==> config.mk <==
export PLATFORM = sky130hd
export DESIGN_NAME = song_select_ctrl
export DESIGN_NICKNAME = d
export VERILOG_FILES = /design/src/rtl/song_sel_pkg.sv /design/src/rtl/btn_debounce.sv /design/src/rtl/song_select_ctrl.sv
export SDC_FILE = /design/constraint.sdc
export NUM_CORES = 1
export LEC_CHECK = 0
export CAP_MARGIN = 25
export CORE_UTILIZATION = 66
export DETAILED_ROUTE_END_ITERATION = 12
export PLACE_DENSITY = 0.85
export RECOVER_POWER = 50
export SLEW_MARGIN = 10
export SYNTH_ARGS = -nofsm -noshare
export SYNTH_HDL_FRONTEND = slang
export SYNTH_SLANG_ARGS = --single-unit
==> constraint.sdc <==
create_clock -name clk -period 7.9 [get_ports clk]
set_clock_uncertainty 0.2 [all_clocks]
set_input_delay 2.37 -clock clk [delete_from_list [all_inputs] [get_ports clk]]
set_output_delay 2.37 -clock clk [all_outputs]
set_load 0.05 [all_outputs]
==> src/rtl/song_sel_pkg.sv <==
// Shared definitions for the song-selection path.
// The display and the player core use the same state encoding and mode code.
package song_sel_pkg;

   localparam int          SONG_W      = 4;
   localparam logic [2:0]  MODE_SELECT = 3'b010;

   typedef enum logic [1:0] {
      ST_IDLE   = 2'd0,
      ST_BROWSE = 2'd1,
      ST_LOCKED = 2'd2
   } sel_state_t;

endpackage

==> src/rtl/btn_debounce.sv <==
// Button conditioner: 2-FF synchronizer, stable-level debouncer, rising-edge press pulse.
// A level is accepted only after DEBOUNCE_CYCLES consecutive cycles of disagreement.
module btn_debounce #(
   parameter int DEBOUNCE_CYCLES = 2_000_000
) (
   input  logic clk,
   input  logic reset,
   input  logic raw,
   output logic level,
   output logic press
);

   localparam int                CNT_W    = (DEBOUNCE_CYCLES > 1) ? $clog2(DEBOUNCE_CYCLES) : 1;
   localparam logic [CNT_W-1:0]  CNT_LAST = CNT_W'(DEBOUNCE_CYCLES - 1);

   logic             r_s1;
   logic             r_s2;
   logic [CNT_W-1:0] r_cnt;
   logic             r_level;
   logic             r_level_q;

   // NOTE: clocked state uses non-blocking assignments so every register samples pre-edge values.
   always_ff @(posedge clk or posedge reset) begin
      if (reset) begin
         r_s1      <= 1'b0;
         r_s2      <= 1'b0;
         r_cnt     <= '0;
         r_level   <= 1'b0;
         r_level_q <= 1'b0;
      end else begin
         r_s1      <= raw;
         r_s2      <= r_s1;
         r_level_q <= r_level;
         if (r_s2 != r_level) begin
            if (r_cnt == CNT_LAST) begin
               r_level <= r_s2;
               r_cnt   <= '0;
            end else begin
               r_cnt   <= r_cnt + 1'b1;
            end
         end else begin
            r_cnt <= '0;
         end
      end
   end

   assign level = r_level;
   assign press = r_level & ~r_level_q;

endmodule

==> src/rtl/song_select_ctrl.sv <==
// Song selection controller: debounced browse/confirm buttons, wrap-around song number,
// lock state and a one-cycle play_start pulse, all gated by the global mode.
module song_select_ctrl #(
   parameter int          NUM_SONGS       = 3,
   parameter int          DEBOUNCE_CYCLES = 2_000_000,
   parameter logic [2:0]  MODE_SELECT     = song_sel_pkg::MODE_SELECT
) (
   input  logic                            clk,
   input  logic                            reset,
   input  logic [2:0]                      mode,
   input  logic                            btn_next,
   input  logic                            btn_prev,
   input  logic                            btn_confirm,
   output logic [song_sel_pkg::SONG_W-1:0] song_num,
   output logic                            play_start,
   output logic                            song_locked
);

   import song_sel_pkg::*;

   localparam logic [SONG_W-1:0] MAX_SONG = SONG_W'(NUM_SONGS);
   localparam logic [SONG_W-1:0] MIN_SONG = SONG_W'(1);

   logic w_next_press;
   logic w_prev_press;
   logic w_confirm_press;

   btn_debounce #(.DEBOUNCE_CYCLES(DEBOUNCE_CYCLES)) u_db_next (
      .clk   (clk),
      .reset (reset),
      .raw   (btn_next),
      .level (),
      .press (w_next_press)
   );

   btn_debounce #(.DEBOUNCE_CYCLES(DEBOUNCE_CYCLES)) u_db_prev (
      .clk   (clk),
      .reset (reset),
      .raw   (btn_prev),
      .level (),
      .press (w_prev_press)
   );

   btn_debounce #(.DEBOUNCE_CYCLES(DEBOUNCE_CYCLES)) u_db_confirm (
      .clk   (clk),
      .reset (reset),
      .raw   (btn_confirm),
      .level (),
      .press (w_confirm_press)
   );

   sel_state_t        r_state;
   sel_state_t        w_state_nxt;
   logic [SONG_W-1:0] r_song_num;
   logic [SONG_W-1:0] w_song_nxt;
   logic              r_play_start;
   logic              w_play_nxt;

   always_ff @(posedge clk or posedge reset) begin
      if (reset) begin
         r_state      <= ST_IDLE;
         r_song_num   <= MIN_SONG;
         r_play_start <= 1'b0;
      end else begin
         r_state      <= w_state_nxt;
         r_song_num   <= w_song_nxt;
         r_play_start <= w_play_nxt;
      end
   end

   // NOTE: every signal driven here gets a default first, so no path leaves it unassigned (no latch).
   always_comb begin
      w_state_nxt = r_state;
      w_song_nxt  = r_song_num;
      w_play_nxt  = 1'b0;
      if (mode != MODE_SELECT) begin
         w_state_nxt = ST_IDLE;
      end else begin
         case (r_state)
            ST_IDLE: w_state_nxt = ST_BROWSE;
            ST_BROWSE: begin
               // Confirm wins over a simultaneous browse press.
               if (w_confirm_press) begin
                  w_state_nxt = ST_LOCKED;
                  w_play_nxt  = 1'b1;
               end else if (w_next_press && !w_prev_press) begin
                  w_song_nxt = (r_song_num == MAX_SONG) ? MIN_SONG : r_song_num + 1'b1;
               end else if (w_prev_press && !w_next_press) begin
                  w_song_nxt = (r_song_num == MIN_SONG) ? MAX_SONG : r_song_num - 1'b1;
               end
            end
            ST_LOCKED: begin
               if (w_confirm_press) w_state_nxt = ST_BROWSE;
            end
            default: w_state_nxt = ST_IDLE;
         endcase
      end
   end

   assign song_num    = r_song_num;
   assign play_start  = r_play_start;
   assign song_locked = (r_state == ST_LOCKED);

endmodule

# Yosys cells after proc, flatten, opt, wreduce, memory -nomap -nowiden
# Cells that the tools add are included.
# totals
regBits,82
input_bits,8
out_inout_bits,6
elab_cells,72
# classes
add_sub_neg,5
eq_ne,13
mux,17
n_bitwise,8
reduce_logical,11
# ops
op,count
$mux W21,6
$add A21 B1 Y21 const B,3
$eq A21 B21 Y1 const B,3
$mux W4,4
$reduce_and A2 Y1,4
$mux W2,3
$ne A3 B2 Y1 const B,2
$pmux W2 S3,1
$not A1 Y1,5
$add A4 B1 Y4 const B,1
$eq A4 B1 Y1 const B,1
$eq A4 B2 Y1 const B,1
$reduce_and A4 Y1,1
$sub A4 B1 Y4 const B,1
$and A1 B1 Y1,3
$mux W1,3
$ne A1 B1 Y1,3
$ne A3 B1 Y1 const B,1
$eq A2 B1 Y1 const B,1
$eq A2 B2 Y1 const B,1
$logic_and A1 B1 Y1,2
$logic_not A1 Y1,2
$logic_not A2 Y1,1
$reduce_bool A2 Y1,1

# Longest topological paths before layout
# depth
word_depth,6
mapped_depth,7
mapped_depth_nobuf,6

# Modules after synthesis
# From an unflattened synthesis, not the netlist that was laid out.
# hier_totals
cells_unflattened,415
hier_area_um2,4211.5
# by_module_without_submodules
mod,instances,cells_each,area_each_um2,seq_area_each_um2
btn_debounce,3,122,1242.4,625.6
song_select_ctrl,1,49,484.2,176.4

# Least setup slack after synthesis
# No wires, ideal clock.
# synth_timing
kind,input-to-reg
from,input mode[0]
to,register r_song_num[3] (netlist: song_num[3])
setup_time_ps,126
arrival_time_ps,3412
required_ps,7574
path_slack_ps,4162
stages,4
n_path_buf,0
path_cell_list,nor3b_1 nand4b_1 a21o_1 a221o_1
# synth_between
elab_chain_cells,3
# synth_lines
item,line_no,source
from (decl),song_select_ctrl.sv:10,"input logic [2:0] mode,"
$ne A3 B2 Y1,song_select_ctrl.sv:76,if (mode != MODE_SELECT) begin
$not A1 Y1 (no line),-,
$reduce_and A4 Y1 (no line),-,
to (signal assigned),song_select_ctrl.sv:66,r_song_num <= w_song_nxt;
to (decl),song_select_ctrl.sv:54,logic [SONG_W-1:0] r_song_num;
# No other way between the ends.
# A chain may end at the register's enable or synchronous reset.

# Final worst setup path
# layout_timing
from,register r_song_num[0] (netlist: song_num[0])
to,output song_num[0] (netlist name)
# layout_rtl
item,line_no,source
to (decl),song_select_ctrl.sv:14,"output logic [song_sel_pkg::SONG_W-1:0] song_num,"
# No word-level cell between the ends.

==> impl_metrics.py <==
metrics = {
    "synthesis": {
        "synthXorXnorAreaFrac_pct": 7.88,
        "mappedNetlistNets": 423,
        "avgSynthCellArea_um2": 10.1,
        "post_synth_instance_area_um2": 4110,
        "mux_cell_area_share_after_synthesis_pct": 1.06,
        "synth.lib_cells_used.distinct": 47,
        "synthMostInstantiatedCell": "dfrtp_1",
        "synth_top_area_share_pct": 49.3,
        "main_combinational_cell_family_by_area_after_synthesis": "simple AND/OR/NAND/NOR gates",
        "postSynth.topFlopCell": "dfrtp_1",
        "yosys-top-cells-count": "dfrtp_1, nor2_1, nand2_1, a21oi_1, nand3_1",
        "synth-async-reset-ratio_pct": 100,
        "yosysWarnings": 0,
        "postSynthCellCount": 408,
        "synth.largest_area_cell": "dfrtp_1",
        "synth_compound_gate_area_share_pct": 10.1,
        "synth_simple_gate_area_share_pct": 24.9,
        "synth_fa_ha_area_share_pct": 2.13,
        "synth_sequential_area_ratio_pct": 49.9,
        "synth_enable_flop_cells": 0,
        "synthTopCellsByArea": "dfrtp_1, xor2_1, nor2_1, a21oi_1, nand3_1",
        "synth_register_bits": 82,
    },
    "timing": {
        "totalNegativeSetupSlack_ps": 0,
        "max_slew_margin_pct": -97.5,
        "final_period_demand_of_the_worst_path_ps": 4360,
        "maximum_frequency_from_static_timing_analysis_ghz": 0.229,
        "hold_viol": 0,
        "timing.final.crit_share_pct": 55.2,
        "final-setup-viol-count": 0,
        "transition_at_the_pin_with_the_smallest_max_transition_slack_ps": 2920,
        "drv_slew": 60,
        "unrepaired_setup_endpoints_after_global_routing": "no",
        "fin_worst_hold_slack_ps": 153,
    },
    "pwr": {
        "sequentialPowerShare_pct": 56.9,
        "p_int_uw": 587,
        "max-vdd-ir-drop_mv": 0.157,
        "power.share.clock_pct": 39.2,
        "post-layout-total-power_uw": 754,
        "combinationalPowerShare_pct": 3.8,
        "netSwitchingFraction_pct": 22.1,
        "static-leakage-power_nw": 1.79,
        "power.density_nw_per_um2": 171,
        "power.switching_uw": 167,
    },
    "place": {
        "gp_routability_congestion": 0.854,
        "io_buffer_count": 13,
        "placed_cells_incl_taps": 486,
        "dpl.hpwl_mm": 5.00,
        "placed_area_um2": 4250,
    },
    "clocking": {
        "clock_tree.buffer_depth": 2,
        "cts.reportedPaths.clkPinSlew_ps": 90,
        "number_of_gates_resized_after_cts": 0,
        "clock_latency_ps": 350,
        "h_tree_levels": 3,
        "cts_made_buffers": 9,
        "postCtsSetupRepairBufs": 0,
        "tritoncts": "yes",
        "cts.hold.buffers_added": 0,
        "cts_root_buffer": "clkbuf_8",
        "cts_num_sinks": 82,
    },
    "hold_path": {
        "holdCritPathClass": "reg2reg",
    },
    "floorplan": {
        "chipWidth_um": 80.9,
        "fp-row-count": 28,
        "io_pins": 14,
        "die_height_um": 80.9,
        "core_um2": 5960,
        "die-area_um2": 6550,
        "initial_utilization_pct": 69.1,
    },
    "drt": {
        "routed_via_density": 6.03,
        "drt_first_iter_violations": 163,
        "route.antenna.remaining_nets": 0,
        "routed_wire_length_per_instance_um": 14.8,
        "dr_total_vias": 3027,
        "drt_drc_violations_left": 0,
        "firstDrtPassIters": 4,
        "totalWireLength_mm": 7.45,
    },
    "critical_path": {
        "startpoint_class": "register",
        "critical_path_required_ps": 5330,
        "worstSetupEndpointType": "output pin",
        "worst-path-buf-inv": 1,
        "cp_top_family": "buffers and inverters",
        "cp_data_arrival_time_ps": 1790,
        "crit_chain": "clkdlybuf4s50_1",
        "crit_path_top_delay_cell": "clkdlybuf4s50_1",
        "critical_path_peak_fanout": 8,
        "critical_path.max_stage_delay_ps": 830,
        "worst_setup_path_category": "reg2out",
    },
    "global_route": {
        "global_route_wire_length_before_repair_mm": 12.3,
        "largest_net_degree_at_the_start_of_global_routing": 83,
        "globalRouteTotalUtil_pct": 24.5,
        "number_of_global_route_vias_before_repair": 2829,
        "grt_antenna_before_repair": 0,
        "grt-ovfl-total": 0,
    },
    "layout": {
        "syn2layout_area_growth_pct": 7.06,
        "antenna-diode-count": 0,
        "layout.nets": 438,
        "post_route_cells_drive_above_1_share_pct": 5.39,
        "post_layout_nonfiller_instances": 502,
        "num-fill-cells": 428,
        "layout.cell_area.non_filler_um2": 4400,
    },
    "run_status": {
        "outcome": "complete, but fails checks",
        "violations": "max-capacitance violations, max-slew violations",
    },
    "job": {
        "max_cap_viol_count": 3,
    },
}
[stage by stage]
step | worst slack, ps | util [%]
final | 3540 | 73.9
after global routing | 3490 | 73.9
after CTS | 3530 | 74.7
after detailed placement | 3500 | 71.4
after global placement | 3580 | 71.4
after floorplan | 3220 | -
[power by group through the flow]
stage | combinational (mW) | clock [mW] | sequential [mW]
final | 0.0288 | 0.296 | 0.429
after global routing | 0.0331 | 0.319 | 0.430
after CTS | 0.0298 | 0.302 | 0.429
after detailed placement | 0.0298 | 0 | 0.438
after global placement | 0.0289 | 0 | 0.437
after floorplan | 0.0225 | 0 | 0.437
[state kept, by name (all words and copies together), names as in the netlist, 2 cells and up]
signal	cells
r_state	2
song_num	4
u_db_confirm.r_cnt	21
u_db_next.r_cnt	21
u_db_prev.r_cnt	21
[layer usage]
layer,vias up,global-route usage (%),share of wire [%]
met5,-,0,0
met4,0,11.4,1.7
met3,10,4.72,2.4
met2,40,40.8,51
met1,1487,30.9,45
li1,1490,-,-
[kinds of logic (layout without fill, tap and decap cells)]
family,after synthesis,count (layout)
AO/OA/AOI/OAI,62,62
adder cells (fa/ha/maj),7,7
buffers and inverters,30,49
multiplexers,4,4
AND/OR/NAND/NOR,186,186
flip-flops,82,82
XOR/XNOR,37,37
[cells in the final DEF, fill, tap and decap left out, types with 4 or more instances in the layout]
cell	synthesis	layout
nand4_1	16	16
clkbuf_8	0	10
and3_1	6	6
nor3_1	7	7
nor4b_1	5	5
inv_1	19	18
o21ai_0	15	15
clkdlybuf4s50_1	0	10
ha_1	7	7
and4_1	7	7
a21oi_1	26	26
and2_1	4	4
or4_1	10	11
nand2_1	27	27
dfrtp_1	81	81
xor2_1	24	24
nor4_1	4	4
nor2b_1	4	4
nand3_1	26	28
o31ai_1	12	14
nor2_1	43	43
or3_1	13	13
xnor2_1	13	13
[layout make-up]
cell class	count	area, um^2	share of cell area [%]
inverters	19	72.6	1.65
clock inverters	4	52.6	1.19
repair buffers	15	161	3.67
well taps	75	93.8	2.13
flip-flops and latches	82	2050	46.6
multi-input cells	296	1830	41.5
clock buffers	11	141	3.21
[worst paths after layout]
kind | to | from | depth (start not counted) | slack, ps
min reg2reg | u_db_confirm.r_s2$_DFF_PP0_ | u_db_confirm.r_s1$_DFF_PP0_ | 0 | 150
max reg2reg | u_db_confirm.r_cnt[4]$_DFF_PP0_ | u_db_confirm.r_cnt[2]$_DFF_PP0_ | 4 | 3880
min | u_db_confirm.r_s2$_DFF_PP0_ | u_db_confirm.r_s1$_DFF_PP0_ | 0 | 150
max in group asynchronous | song_num[0]$_DFFE_PP1P_ | reset | 4 | 4210
max | song_num[0] | song_num[0]$_DFFE_PP1P_ | 1 | 3540
min in group asynchronous | song_num[3]$_DFFE_PP0P_ | reset | 3 | 2490
No activity file was read; power rests on OpenSTA's default activity.
